**src/rtl/cic_decimator_pkg.sv**
```systemverilog
// ============================================================================
// Module  : cic_pkg
// Brief   : Shared limits, derived-width helper and stage-valid vector type
//           for the sinc^N CIC decimator.
// Revision: 1.0 - initial release
// ============================================================================
`default_nettype none

package cic_pkg;

    localparam int ORDER_MAX    = 5;
    localparam int DEC_LOG2_MAX = 8;

    // One valid flag per comb stage, sized for the largest legal order.
    typedef logic [ORDER_MAX-1:0] cic_stage_vld_t;

    // Accumulator width: R^N gain needs ORDER*DEC_LOG2 bits of growth, plus
    // sign and one guard bit so that +/-R^N is representable.
    function automatic int cic_acc_w(input int order, input int dec_log2);
        return order * dec_log2 + 2;
    endfunction

endpackage

`default_nettype wire

```
**src/rtl/cic_decimator_if.sv**
```systemverilog
// ============================================================================
// Module  : cic_decimator_if
// Brief   : Bitstream input and decimated-sample valid/ready output bundle.
//           ovr_cnt exists only when CIC_OVR_CNT_EN is defined.
// Revision: 1.0 - initial release
// ============================================================================
`default_nettype none

interface cic_decimator_if
    import cic_pkg::*;
#(
    parameter int ORDER    = 3,
    parameter int DEC_LOG2 = 4
) ();

    localparam int ACC_W = cic_acc_w(ORDER, DEC_LOG2);

    logic                    din;
    logic                    din_valid;
    logic signed [ACC_W-1:0] dout;
    logic                    dout_valid;
    logic                    dout_ready;
    logic                    ovr;
`ifdef CIC_OVR_CNT_EN
    logic [7:0]              ovr_cnt;
`endif

    // Filter side: consumes the bitstream, produces decimated samples.
    modport slave (
        input  din,
        input  din_valid,
        input  dout_ready,
        output dout,
        output dout_valid,
`ifdef CIC_OVR_CNT_EN
        output ovr_cnt,
`endif
        output ovr
    );

    // Environment side: supplies the bitstream, consumes samples.
    modport master (
        output din,
        output din_valid,
        output dout_ready,
        input  dout,
        input  dout_valid,
`ifdef CIC_OVR_CNT_EN
        input  ovr_cnt,
`endif
        input  ovr
    );

endinterface

`default_nettype wire

```
**src/rtl/cic_decimator_comb_stage.sv**
```systemverilog
// ============================================================================
// Module  : cic_comb_stage
// Brief   : One CIC comb section y = x - D, D <= x on each valid sample.
//           The difference is combinational; the pipeline register that
//           follows it lives in the parent so the final stage can feed the
//           output holding register directly.
// Revision: 1.0 - initial release
// ============================================================================
`default_nettype none

module cic_comb_stage #(
    parameter int W = 14
) (
    input  wire logic                CLK,
    input  wire logic                RST,
    input  wire logic                in_valid,
    input  wire logic signed [W-1:0] x,
    output logic                     out_valid,
    output logic signed [W-1:0]      y
);

    logic signed [W-1:0] r_dly;

    assign y         = x - r_dly;
    assign out_valid = in_valid;

    // Delay element advances only on decimated samples.
    always_ff @(posedge CLK or negedge RST) begin
        if (!RST) begin
            r_dly <= '0;
        end else if (in_valid) begin
            r_dly <= x;
        end
    end

endmodule

`default_nettype wire

```
**src/rtl/cic_decimator.sv**
```systemverilog
// ============================================================================
// Module  : cic_decimator
// Brief   : Parametrised sinc^N CIC decimator for a 1-bit sigma-delta
//           bitstream, R = 2^DEC_LOG2, valid/ready output with sticky
//           overwrite flag. Define CIC_OVR_CNT_EN to add the saturating
//           8-bit overwrite counter ovr_cnt.
// Revision: 1.0 - initial release
// ============================================================================
`default_nettype none

module cic_decimator
    import cic_pkg::*;
#(
    parameter int ORDER    = 3,
    parameter int DEC_LOG2 = 4
) (
    input  wire logic       CLK,
    input  wire logic       RST,
    cic_decimator_if.slave  bus
);

    localparam int             ACC_W       = cic_acc_w(ORDER, DEC_LOG2);
    localparam cic_stage_vld_t C_LAST_MASK = cic_stage_vld_t'(1) << (ORDER - 1);

    if (ORDER < 1 || ORDER > ORDER_MAX) begin : g_bad_order
        $error("cic_decimator: ORDER=%0d outside 1..%0d", ORDER, ORDER_MAX);
    end
    if (DEC_LOG2 < 1 || DEC_LOG2 > DEC_LOG2_MAX) begin : g_bad_dec
        $error("cic_decimator: DEC_LOG2=%0d outside 1..%0d", DEC_LOG2, DEC_LOG2_MAX);
    end

    logic signed [ACC_W-1:0] w_x;
    logic signed [ACC_W-1:0] w_integ [ORDER];
    logic [DEC_LOG2-1:0]     r_cnt;
    logic                    r_dec_stb;
    logic signed [ACC_W-1:0] w_cx [ORDER];
    logic [ORDER-1:0]        w_cv;
    logic signed [ACC_W-1:0] w_cy [ORDER];
    cic_stage_vld_t          w_ov;
    logic signed [ACC_W-1:0] w_res;
    logic                    w_res_v;
    logic                    w_overwrite;
    logic signed [ACC_W-1:0] r_dout;
    logic                    r_dout_valid;
    logic                    r_ovr;

    // Bit 1 maps to +1, bit 0 to -1.
    assign w_x = bus.din ? ACC_W'(1) : '1;

    // Integrator cascade; each stage adds the previous stage's registered value.
    for (genvar k = 0; k < ORDER; k++) begin : g_integ
        logic signed [ACC_W-1:0] r_acc;
        logic signed [ACC_W-1:0] w_in;

        if (k == 0) begin : g_src_x
            assign w_in = w_x;
        end else begin : g_src_prev
            assign w_in = w_integ[k-1];
        end

        // Wrap-around accumulate on each qualified input sample.
        always_ff @(posedge CLK or negedge RST) begin
            if (!RST) begin
                r_acc <= '0;
            end else if (bus.din_valid) begin
                r_acc <= r_acc + w_in;
            end
        end

        assign w_integ[k] = r_acc;
    end

    // Sample counter and decimation strobe, both sample-indexed.
    always_ff @(posedge CLK or negedge RST) begin
        if (!RST) begin
            r_cnt     <= '0;
            r_dec_stb <= 1'b0;
        end else begin
            r_dec_stb <= bus.din_valid && (&r_cnt);
            if (bus.din_valid) begin
                r_cnt <= r_cnt + 1'b1;
            end
        end
    end

    // Comb chain; stage k is followed by a pipeline register except the last,
    // whose register is the output holding register.
    for (genvar k = 0; k < ORDER; k++) begin : g_comb
        logic w_ov_k;

        if (k == 0) begin : g_src_integ
            assign w_cx[0] = w_integ[ORDER-1];
            assign w_cv[0] = r_dec_stb;
        end

        cic_comb_stage #(.W(ACC_W)) u_stage (
            .CLK       (CLK),
            .RST       (RST),
            .in_valid  (w_cv[k]),
            .x         (w_cx[k]),
            .out_valid (w_ov_k),
            .y         (w_cy[k])
        );

        assign w_ov[k] = w_ov_k;

        if (k < ORDER - 1) begin : g_pipe
            logic signed [ACC_W-1:0] r_py;
            logic                    r_pv;

            // Inter-stage pipeline register; never stalls.
            always_ff @(posedge CLK or negedge RST) begin
                if (!RST) begin
                    r_py <= '0;
                    r_pv <= 1'b0;
                end else begin
                    r_pv <= w_ov_k;
                    if (w_ov_k) begin
                        r_py <= w_cy[k];
                    end
                end
            end

            assign w_cx[k+1] = r_py;
            assign w_cv[k+1] = r_pv;
        end
    end

    for (genvar k = ORDER; k < ORDER_MAX; k++) begin : g_ov_pad
        assign w_ov[k] = 1'b0;
    end

    assign w_res       = w_cy[ORDER-1];
    assign w_res_v     = |(w_ov & C_LAST_MASK);
    assign w_overwrite = w_res_v && r_dout_valid && !bus.dout_ready;

    // Output holding register with valid/ready handshake and sticky overrun.
    always_ff @(posedge CLK or negedge RST) begin
        if (!RST) begin
            r_dout       <= '0;
            r_dout_valid <= 1'b0;
            r_ovr        <= 1'b0;
        end else if (w_res_v) begin
            r_dout       <= w_res;
            r_dout_valid <= 1'b1;
            if (w_overwrite) begin
                r_ovr <= 1'b1;
            end
        end else if (r_dout_valid && bus.dout_ready) begin
            r_dout_valid <= 1'b0;
        end
    end

    assign bus.dout       = r_dout;
    assign bus.dout_valid = r_dout_valid;
    assign bus.ovr        = r_ovr;

`ifdef CIC_OVR_CNT_EN
    logic [7:0] r_ovr_cnt;

    // Saturating count of results that replaced an unaccepted sample.
    always_ff @(posedge CLK or negedge RST) begin
        if (!RST) begin
            r_ovr_cnt <= '0;
        end else if (w_overwrite && (r_ovr_cnt != 8'hFF)) begin
            r_ovr_cnt <= r_ovr_cnt + 8'd1;
        end
    end

    assign bus.ovr_cnt = r_ovr_cnt;
`endif

endmodule

`default_nettype wire

```
**src/flat_wrapper.sv**
```systemverilog
// flat-port wrapper written by rule: the top's interface ports become plain ports
module cic_decimator_flat import cic_pkg::*;
#(
    parameter int ORDER    = 3,
    parameter int DEC_LOG2 = 4
)
  (CLK, RST, bus_din, bus_din_valid, bus_dout_ready, bus_dout, bus_dout_valid, bus_ovr);
  cic_decimator_if #(.ORDER(ORDER), .DEC_LOG2(DEC_LOG2)) bus_i ();
  input  wire logic CLK;
  input  wire logic RST;
  input wire logic [$bits(bus_i.din)-1:0] bus_din;
  input wire logic [$bits(bus_i.din_valid)-1:0] bus_din_valid;
  input wire logic [$bits(bus_i.dout_ready)-1:0] bus_dout_ready;
  output wire logic [$bits(bus_i.dout)-1:0] bus_dout;
  output wire logic [$bits(bus_i.dout_valid)-1:0] bus_dout_valid;
  output wire logic [$bits(bus_i.ovr)-1:0] bus_ovr;
  assign bus_i.din = bus_din;
  assign bus_i.din_valid = bus_din_valid;
  assign bus_i.dout_ready = bus_dout_ready;
  assign bus_dout = bus_i.dout;
  assign bus_dout_valid = bus_i.dout_valid;
  assign bus_ovr = bus_i.ovr;
  cic_decimator #(.ORDER(ORDER), .DEC_LOG2(DEC_LOG2)) u_core (.CLK(CLK), .RST(RST), .bus(bus_i));
endmodule
```
**config.mk**
```make
export PLATFORM = sky130hd
export DESIGN_NAME = cic_decimator_flat
export DESIGN_NICKNAME = d
export VERILOG_FILES = /design/src/rtl/cic_decimator_pkg.sv /design/src/rtl/cic_decimator_if.sv /design/src/rtl/cic_decimator_comb_stage.sv /design/src/rtl/cic_decimator.sv /design/src/flat_wrapper.sv
export SDC_FILE = /design/constraint.sdc
export NUM_CORES = 1
export LEC_CHECK = 0
export ABC_CLOCK_PERIOD_IN_PS = 4700
export BUFFER_PORTS_ARGS = -buffer_cell sky130_fd_sc_hd__buf_2
export CORE_MARGIN = 5
export CORE_UTILIZATION = 35
export CTS_CLUSTER_SIZE = 25
export DETAILED_ROUTE_END_ITERATION = 8
export GPL_ROUTABILITY_DRIVEN = 1
export GPL_TIMING_DRIVEN = 0
export HOLD_SLACK_MARGIN = 0.03
export SYNTH_ARGS = -nofsm -noshare
export SYNTH_HDL_FRONTEND = slang
export SYNTH_SLANG_ARGS = --single-unit
export TNS_END_PERCENT = 30
```
**constraint.sdc**
```tcl
create_clock -name CLK -period 4.7 [get_ports CLK]
set_clock_uncertainty 0.15 [all_clocks]
set_input_delay 0.47 -clock CLK [delete_from_list [all_inputs] [get_ports CLK]]
set_output_delay 0.47 -clock CLK [all_outputs]
set_load 0.01 [all_outputs]
```
==> results of run 1 <==
timing repair:
action | 4_1_cts | 5_1_grt
hold buffers | 1 | 0
buffers inserted | 0 | 0
gates resized for setup | 0 | 0
endpoints found under the hold margin | 45 | 0
flip-flops by register name (all words and copies together) (netlist names):
signal / count
u_core.r_dec_stb: 1
u_core.g_integ.r_acc: 42
u_core.r_cnt: 4
u_core.g_comb.u_stage.r_dly: 42
u_core.bus.dout: 14
u_core.bus.dout_valid: 1
u_core.g_comb.g_pipe.r_pv: 2
u_core.bus.ovr: 1
u_core.g_comb.g_pipe.r_py: 28
cell usage after synthesis, types with 4 or more instances:
cell type / count
sky130_fd_sc_hd__clkbuf_1: 22
sky130_fd_sc_hd__a21oi_1: 45
sky130_fd_sc_hd__or3_1: 4
sky130_fd_sc_hd__o31ai_1: 8
sky130_fd_sc_hd__buf_1: 5
sky130_fd_sc_hd__o21bai_1: 5
sky130_fd_sc_hd__fa_1: 6
sky130_fd_sc_hd__a31o_2: 5
sky130_fd_sc_hd__nand2b_1: 6
sky130_fd_sc_hd__nand2_1: 77
sky130_fd_sc_hd__a211oi_1: 21
sky130_fd_sc_hd__o2bb2ai_1: 4
sky130_fd_sc_hd__mux2i_1: 6
sky130_fd_sc_hd__o21a_1: 10
sky130_fd_sc_hd__nor3_1: 17
sky130_fd_sc_hd__a31oi_1: 13
sky130_fd_sc_hd__xnor2_1: 37
sky130_fd_sc_hd__inv_1: 69
sky130_fd_sc_hd__ha_1: 78
sky130_fd_sc_hd__o211ai_1: 4
sky130_fd_sc_hd__o311ai_0: 5
sky130_fd_sc_hd__a21boi_0: 5
sky130_fd_sc_hd__nand3_1: 10
sky130_fd_sc_hd__a21o_1: 23
sky130_fd_sc_hd__dfrtp_1: 135
sky130_fd_sc_hd__nor2_1: 48
sky130_fd_sc_hd__xor2_1: 17
sky130_fd_sc_hd__nand3b_1: 4
sky130_fd_sc_hd__nor2b_1: 12
sky130_fd_sc_hd__nand4_1: 6
sky130_fd_sc_hd__o21ai_0: 80
sky130_fd_sc_hd__mux2_2: 50
worst register-to-register path, cell delays in order, from the launching register on:
cell and delay (ns):
sky130_fd_sc_hd__dfrtp_1 0.40, sky130_fd_sc_hd__inv_1 0.09, sky130_fd_sc_hd__ha_1 0.16, sky130_fd_sc_hd__inv_1 0.06, sky130_fd_sc_hd__fa_1 0.45, sky130_fd_sc_hd__a21o_1 0.19, sky130_fd_sc_hd__a21o_1 0.21, sky130_fd_sc_hd__a211oi_1 0.32
sky130_fd_sc_hd__nor2_1 0.14, sky130_fd_sc_hd__o22a_1 0.24, sky130_fd_sc_hd__xor2_1 0.15, sky130_fd_sc_hd__mux2_2 0.26
through the flow:
| stage | utilization, % | worst slack [ns] | std cells | hold WS, ns |
|---|---|---|---|---|
| after global placement | 37.33 | 1.090 | 1221 | 0.2273 |
| final | 40.00 | 1.776 | 1255 | 0.1917 |
| after CTS | 40.00 | 1.754 | 1255 | 0.1770 |
| after floorplan | - | 2.027 | 878 | 0.02441 |
| after global routing | 40.00 | 1.516 | 1255 | 0.1853 |
| after detailed placement | 37.47 | 1.583 | 1222 | 0.2328 |
per-layer routing:
metal | wire [um] | share of wire, %
met1 | 7694 | 46
met2 | 8068 | 49
met3 | 515 | 3.1
met4 | 310 | 1.9
met5 | 0 | 0
final cells by class:
cell class	instances	area, sq um	share of cell area (%)
Inverter	69	259.0	2.686
Clock buffer	19	452.9	4.697
Sequential cell	135	3378	35.03
Clock inverter	13	147.6	1.531
Tap cell	324	405.4	4.204
Multi-Input combinational cell	647	4760	49.36
Buffer	27	101.3	1.051
Timing Repair Buffer	21	138.9	1.440
kinds of logic (layout without fill, tap and decap cells):
kind of cell | Yosys count | in the layout | synth area share (%)
AOI/OAI and AO/OA | 253 | 253 | 19.33
and+or+nand+nor | 200 | 200 | 10.88
DFF | 135 | 135 | 39.75
buffers and inverters | 96 | 149 | 4.240
adders and majority gates | 84 | 84 | 12.90
muxes | 56 | 56 | 7.332
xor gates and xnor gates | 54 | 54 | 5.565
path summary, 6_finish.rpt:
check	startpoint	endpoint	depth (start not counted)
setup / recovery	u_core.g_integ[2].r_acc[0]	u_core.g_comb[0].g_pipe.r_py[8]	11
hold / removal	bus_dout_ready	u_core.bus.dout_valid	3
setup reg to reg	u_core.g_integ[2].r_acc[0]	u_core.g_comb[0].g_pipe.r_py[8]	11
min in group asynchronous	RST	u_core.bus.dout[0]	2
max in group asynchronous	RST	u_core.g_comb[0].u_stage.r_dly[10]	3
hold reg to reg	u_core.g_comb[0].g_pipe.r_pv	u_core.g_comb[1].g_pipe.r_pv	0
cells in the final DEF (no fill, tap or decap), types with 8 or more instances in the layout:
| master | instances |
|---|---|
| sky130_fd_sc_hd__dfrtp_1 | 135 |
| sky130_fd_sc_hd__o21ai_0 | 80 |
| sky130_fd_sc_hd__ha_1 | 78 |
| sky130_fd_sc_hd__nand2_1 | 77 |
| sky130_fd_sc_hd__inv_1 | 69 |
| sky130_fd_sc_hd__mux2_2 | 50 |
| sky130_fd_sc_hd__nor2_1 | 48 |
| sky130_fd_sc_hd__a21oi_1 | 45 |
| sky130_fd_sc_hd__xnor2_1 | 37 |
| sky130_fd_sc_hd__a21o_1 | 23 |
| sky130_fd_sc_hd__clkbuf_1 | 22 |
| sky130_fd_sc_hd__a211oi_1 | 21 |
| sky130_fd_sc_hd__buf_2 | 18 |
| sky130_fd_sc_hd__xor2_1 | 17 |
| sky130_fd_sc_hd__nor3_1 | 17 |
| sky130_fd_sc_hd__clkbuf_16 | 17 |
| sky130_fd_sc_hd__a31oi_1 | 13 |
| sky130_fd_sc_hd__nor2b_1 | 12 |
| sky130_fd_sc_hd__nand3_1 | 10 |
| sky130_fd_sc_hd__o21a_1 | 10 |
| sky130_fd_sc_hd__o31ai_1 | 8 |
==> summary.md, run 1 <==
• **vias in the first global route** 6,327
• **clock-pin slew reported for the worst setup and hold paths after clock tree synthesis** 0.06 ns
• **number of warnings printed during yosys synthesis** 0
• **leading cell types by total area after synthesis** sky130_fd_sc_hd__dfrtp_1 40%, sky130_fd_sc_hd__ha_1 11%, sky130_fd_sc_hd__mux2_2 6.6%, sky130_fd_sc_hd__o21ai_0 4.7%, sky130_fd_sc_hd__xnor2_1 3.8%
• **total die area** 0.02750 sq mm
• **count of unresolved DRC violations after routing** 0
• **via density per instance** 5.038
• **post-route cell area** 0.009643 sq mm
• **total detailed-routing wirelength** 16,590 um
• **share of layout cells above drive strength 1** 12.57%
• **Inserted Diodes** 0
• **Worst EP required** 4.85 ns
• **Global Route Usage Sum** 12.58%
• **category of cells accounting for the largest share of critical-path delay** compound AO/OA/AOI/OAI gates
• **max-cap viol count** 0
• **sequential cell area fraction in the yosys report** 39.75%
• **root cell of the clock tree** sky130_fd_sc_hd__clkbuf_16
• **area share of the leading cell type in the synthesized netlist** 39.75%
• **total cell area at the placement stage** 0.009032 sq mm
• **count of distinct cell types in the synthesized netlist** 60
• **met3 track demand over resource** 3.047%
• **routed length per placed instance** 13.22 um
• **Fin Setup TNS** 0 ns
• **Crit Path Max Fanout** 3
• **initial cell density of the core** 35.25%
• **instance count of the mapped netlist** 878
• **HPWL after detailed placement** 12,340 um
• **cell taking the most area after synthesis** sky130_fd_sc_hd__dfrtp_1
• **worst slew margin relative to its limit** 54.36%
• **RSZ-0062 raised after global routing** no
• **maximum single-stage delay on the critical path** 0.45 ns
• **CTS HTree Levels** 4
• **Via Count** 6,323
• **Initial DRC Count** 300
• **Std-Cell Core Area** 0.02411 sq mm
• **Slew @ Worst Pin** 0.6846 ns
• **worst-skew pair later-pin latency** 0.42 ns
• **FFs w/ async S/R, synth** 100.0%
• **num ports** 21
• **Post-synth top flop** sky130_fd_sc_hd__dfrtp_1
• **status** finished clean
• **crit share post-route** 62.21%
• **overflow left after global routing** 0
• **antenna violations before repair** 0
• **TritonCTS clock tree** built
• **number of clock sinks** 135
• **number of buffers created by CTS** 17
• **maximum buffer depth of the clock tree** 2
• **die width** 165.8 um
• **number of synthesized register bits** 135
• **critical path cell sequence** inv_1, ha_1, inv_1, fa_1, a21o_1, a21o_1, a211oi_1, nor2_1, o22a_1, xor2_1, mux2_2
• **Critical Path Slowest Stage Cell** sky130_fd_sc_hd__fa_1
• **synthesized cell area** 0.008498 sq mm
• **drt pass-1 iters** 4
• **first-pass GRT wire length** 29,340 um
• **Worst Path Class, Setup** reg2reg
• **number of buffers added on ports** 19
• **data arrival time at the worst-slack endpoint** 3.08 ns
• **minimum setup slack among reg-to-reg paths** 1.78 ns
• **average footprint of a synthesized cell** 9.679 sq um
• **number of setup violations in the final report** 0
• **count of nets left with antenna violations after detail routing** 0
• **syn nets** 967
• **placer congestion estimate** 0.8167
• **fmax** 342.0 MHz
• **layout filler cell count** 2,410
• **CP Launch Type** flip-flop
• **met2 layer usage reported by global route** 22.07%
• **Hold Violations, Final** 0
• **number of buffer and inverter stages on the critical path** 2
• **Most Crowded Layer GR** met2
• **number of flops mapped to enable cells by yosys** 0
• **synthesis-to-layout area growth** 13.47%
• **height of the chip** 165.8 um
• **met1 layer usage reported by global route** 15.12%
• **type of the tightest min-delay check** in2reg
• **endpoint kind of the worst setup timing path** flip-flop
• **Final min period** 2.924 ns
• **# rows** 57
• **nets@finish** 1,007
• **Slew Limit Fails** 0
• **largest net degree at the start of global routing** 91
Power of run 1 is not shown: default switching activity piles up to over one toggle a cycle in this logic, so the estimate is an artifact.
==> run 2, diff against run 1 <==
--- a/config.mk
+++ b/config.mk
@@ -5,7 +5,7 @@
 export SDC_FILE = /design/constraint.sdc
 export NUM_CORES = 1
 export LEC_CHECK = 0
-export ABC_CLOCK_PERIOD_IN_PS = 4700
+export ABC_CLOCK_PERIOD_IN_PS = 2840
 export BUFFER_PORTS_ARGS = -buffer_cell sky130_fd_sc_hd__buf_2
 export CORE_MARGIN = 5
 export CORE_UTILIZATION = 35
==> constraint.sdc (replaced) <==
create_clock -name CLK -period 2.84 [get_ports CLK]
set_clock_uncertainty 0.15 [all_clocks]
set_input_delay 0.284 -clock CLK [delete_from_list [all_inputs] [get_ports CLK]]
set_output_delay 0.284 -clock CLK [all_outputs]
set_load 0.01 [all_outputs]
==> run 2 against run 1 <==
Net effect:
- worst hold slack worse by 0.048 ns
- cell count grew 0.24%
- first-iteration DRC count is 8.0% higher
- critical path type unchanged
==> summary.md, run 2 (synthesized netlist as in run 1, its figures left out) <==
• **maximum buffer depth of the clock tree** 2
• **Worst Hold End** u_core.g_integ[0].r_acc[1]
• **total cell area at the placement stage** 0.009032 sq mm
• **number of clock sinks** 135
• **clock-pin slew reported for the worst setup and hold paths after clock tree synthesis** 0.06 ns
• **TritonCTS clock tree** built
• **CP Launch Type** flip-flop
• **initial cell density of the core** 35.25%
• **CTS HTree Levels** 4
• **fmax** 361.8 MHz
• **endpoint of the lowest-slack register-to-register path** u_core.g_integ[2].r_acc[12]
• **HPWL after detailed placement** 12,340 um
• **endpoint kind of the worst setup timing path** flip-flop
• **commonest cells after routing, fill and taps aside** 135 x sky130_fd_sc_hd__dfrtp_1, 78 x sky130_fd_sc_hd__o21ai_0, 77 x sky130_fd_sc_hd__nand2_1, 77 x sky130_fd_sc_hd__ha_1, 68 x sky130_fd_sc_hd__inv_1
• **synthesis-to-layout area growth** 14.28%
• **status** finished clean
• **worst slew margin relative to its limit** 54.48%
• **number of buffers created by CTS** 17
• **routed length per placed instance** 13.25 um
• **post-route core utilization** 40.29%
• **overflow left after global routing** 0
• **antenna violations before repair** 0
• **Initial DRC Count** 324
• **Final min period** 2.764 ns
• **crit share post-route** 97.32%
• **total die area** 0.02750 sq mm
• **via density per instance** 5.017
• **Inserted Diodes** 0
• **number of buffers added on ports** 19
• **worst-skew pair later-pin latency** 0.42 ns
• **# rows** 57
• **num ports** 21
• **Crit Path Max Fanout** 5
• **number of instances on the worst hold path** 3
• **nets@finish** 1,010
• **Slew @ Worst Pin** 0.6829 ns
• **RR Startpoint** u_core.g_integ[2].r_acc[0]
• **commonest non-fill, non-tap cell in the layout** sky130_fd_sc_hd__dfrtp_1
• **count of unresolved DRC violations after routing** 0
• **type of the tightest min-delay check** in2reg
• **path depth of the worst reg2reg path** 11
• **largest registers** u_core.g_comb.u_stage.r_dly (42), u_core.g_integ.r_acc (42), u_core.g_comb.g_pipe.r_py (28)
• **drt pass-1 iters** 4
• **count of nets left with antenna violations after detail routing** 0
• **vias in the first global route** 6,325
• **root cell of the clock tree** sky130_fd_sc_hd__clkbuf_16
• **startpoint of the lowest-slack hold path** bus_din
• **data arrival time at the worst-slack endpoint** 2.93 ns
• **placer congestion estimate** 0.8167
• **max-cap viol count** 0
• **Hold Violations, Final** 0
• **Via Count** 6,312
• **Fin Setup TNS** 0 ns
• **RSZ-0062 raised after global routing** yes
• **post-route cell area** 0.009712 sq mm
• **Slew Limit Fails** 0
• **minimum setup slack among reg-to-reg paths** 0.08 ns
• **height of the chip** 165.8 um
• **Std-Cell Core Area** 0.02411 sq mm
• **Global Route Usage Sum** 12.58%
• **first-pass GRT wire length** 29,330 um
• **number of setup violations in the final report** 0
• **Worst Path Class, Setup** reg2reg
• **total detailed-routing wirelength** 16,670 um
• **die width** 165.8 um
• **share of layout cells above drive strength 1** 13.81%
• **largest net degree at the start of global routing** 91
• **Worst EP required** 3.00 ns
run 2: changes by cell type in the layout (fill, tap and decap cells not counted), sizes merged:
cell | before | now
buf | 25 | 27
dlygate4sd3 | 1 | 2
run 2: stage by stage:
stage          instances  hold WS, ns  setup WS [ns]
3_5_place_dp        1222      0.09301       -0.09074
2_1_floorplan        878      -0.1616         0.1666
6_report            1258       0.1432        0.07601
5_1_grt             1258       0.1599       -0.04186
4_1_cts             1256       0.1292        0.01289
3_3_place_gp        1221       0.2273        -0.5844
run 2: area by class of cell:
cell class	instances	area, sq um
plain buffers	27	101.3
clock buffers	19	452.9
clock inverters	13	147.6
fillers	2399	14390
inverters	69	259.0
multi-input cells	647	4803
flip-flops and latches	135	3378
well taps	324	405.4
repair buffers	24	163.9
run 2: worst max-delay path by stage:
stage / startpoint / to / slack, ns / cells after the start
6_report: u_core.g_integ[2].r_acc[0] / u_core.g_integ[2].r_acc[12] / 0.08 / 11
5_1_grt: u_core.g_integ[2].r_acc[0] / u_core.g_integ[2].r_acc[12] / -0.04 / 11
4_1_cts: u_core.g_integ[2].r_acc[0] / u_core.g_comb[0].g_pipe.r_py[8] / 0.01 / 11
3_5_place_dp: bus_din / u_core.g_integ[0].r_acc[11] / -0.09 / 10
3_3_place_gp: RST / u_core.g_integ[0].r_acc[11] / -0.58 / 1
2_1_floorplan: u_core.g_integ[2].r_acc[0] / u_core.g_comb[0].g_pipe.r_py[8] / 0.17 / 11
run 2: timing repair:
item | in CTS | in global routing
pin swaps | 1 | 9
gates resized for setup | 1 | 15
endpoints found under the hold margin | 47 | 0
setup endpoints to repair | 3 | 10
hold buffers | 2 | 0
buffers inserted | 0 | 2
cloned | 0 | 0
run 2: critical path: stages, from the launching register on:
cell and delay (ns):
sky130_fd_sc_hd__dfrtp_1 0.40, sky130_fd_sc_hd__buf_4 0.14, sky130_fd_sc_hd__ha_1 0.23, sky130_fd_sc_hd__inv_1 0.08, sky130_fd_sc_hd__fa_1 0.20, sky130_fd_sc_hd__nor2b_1 0.06, sky130_fd_sc_hd__o21a_1 0.20, sky130_fd_sc_hd__o21ai_4 0.19
sky130_fd_sc_hd__a211oi_1 0.14, sky130_fd_sc_hd__o31a_1 0.32, sky130_fd_sc_hd__or3_1 0.31, sky130_fd_sc_hd__a31o_2 0.24
run 2: metal layers:
layer	vias to the layer above	GRT usage, %	part of all wire (%)
met3	26	3.047	2.7
met2	66	22.07	49
met5	-	0	0
met4	0	4.340	1.9
met1	2971	15.10	47
li1	3249	-	-
Power of run 2 is left out for the same reason.
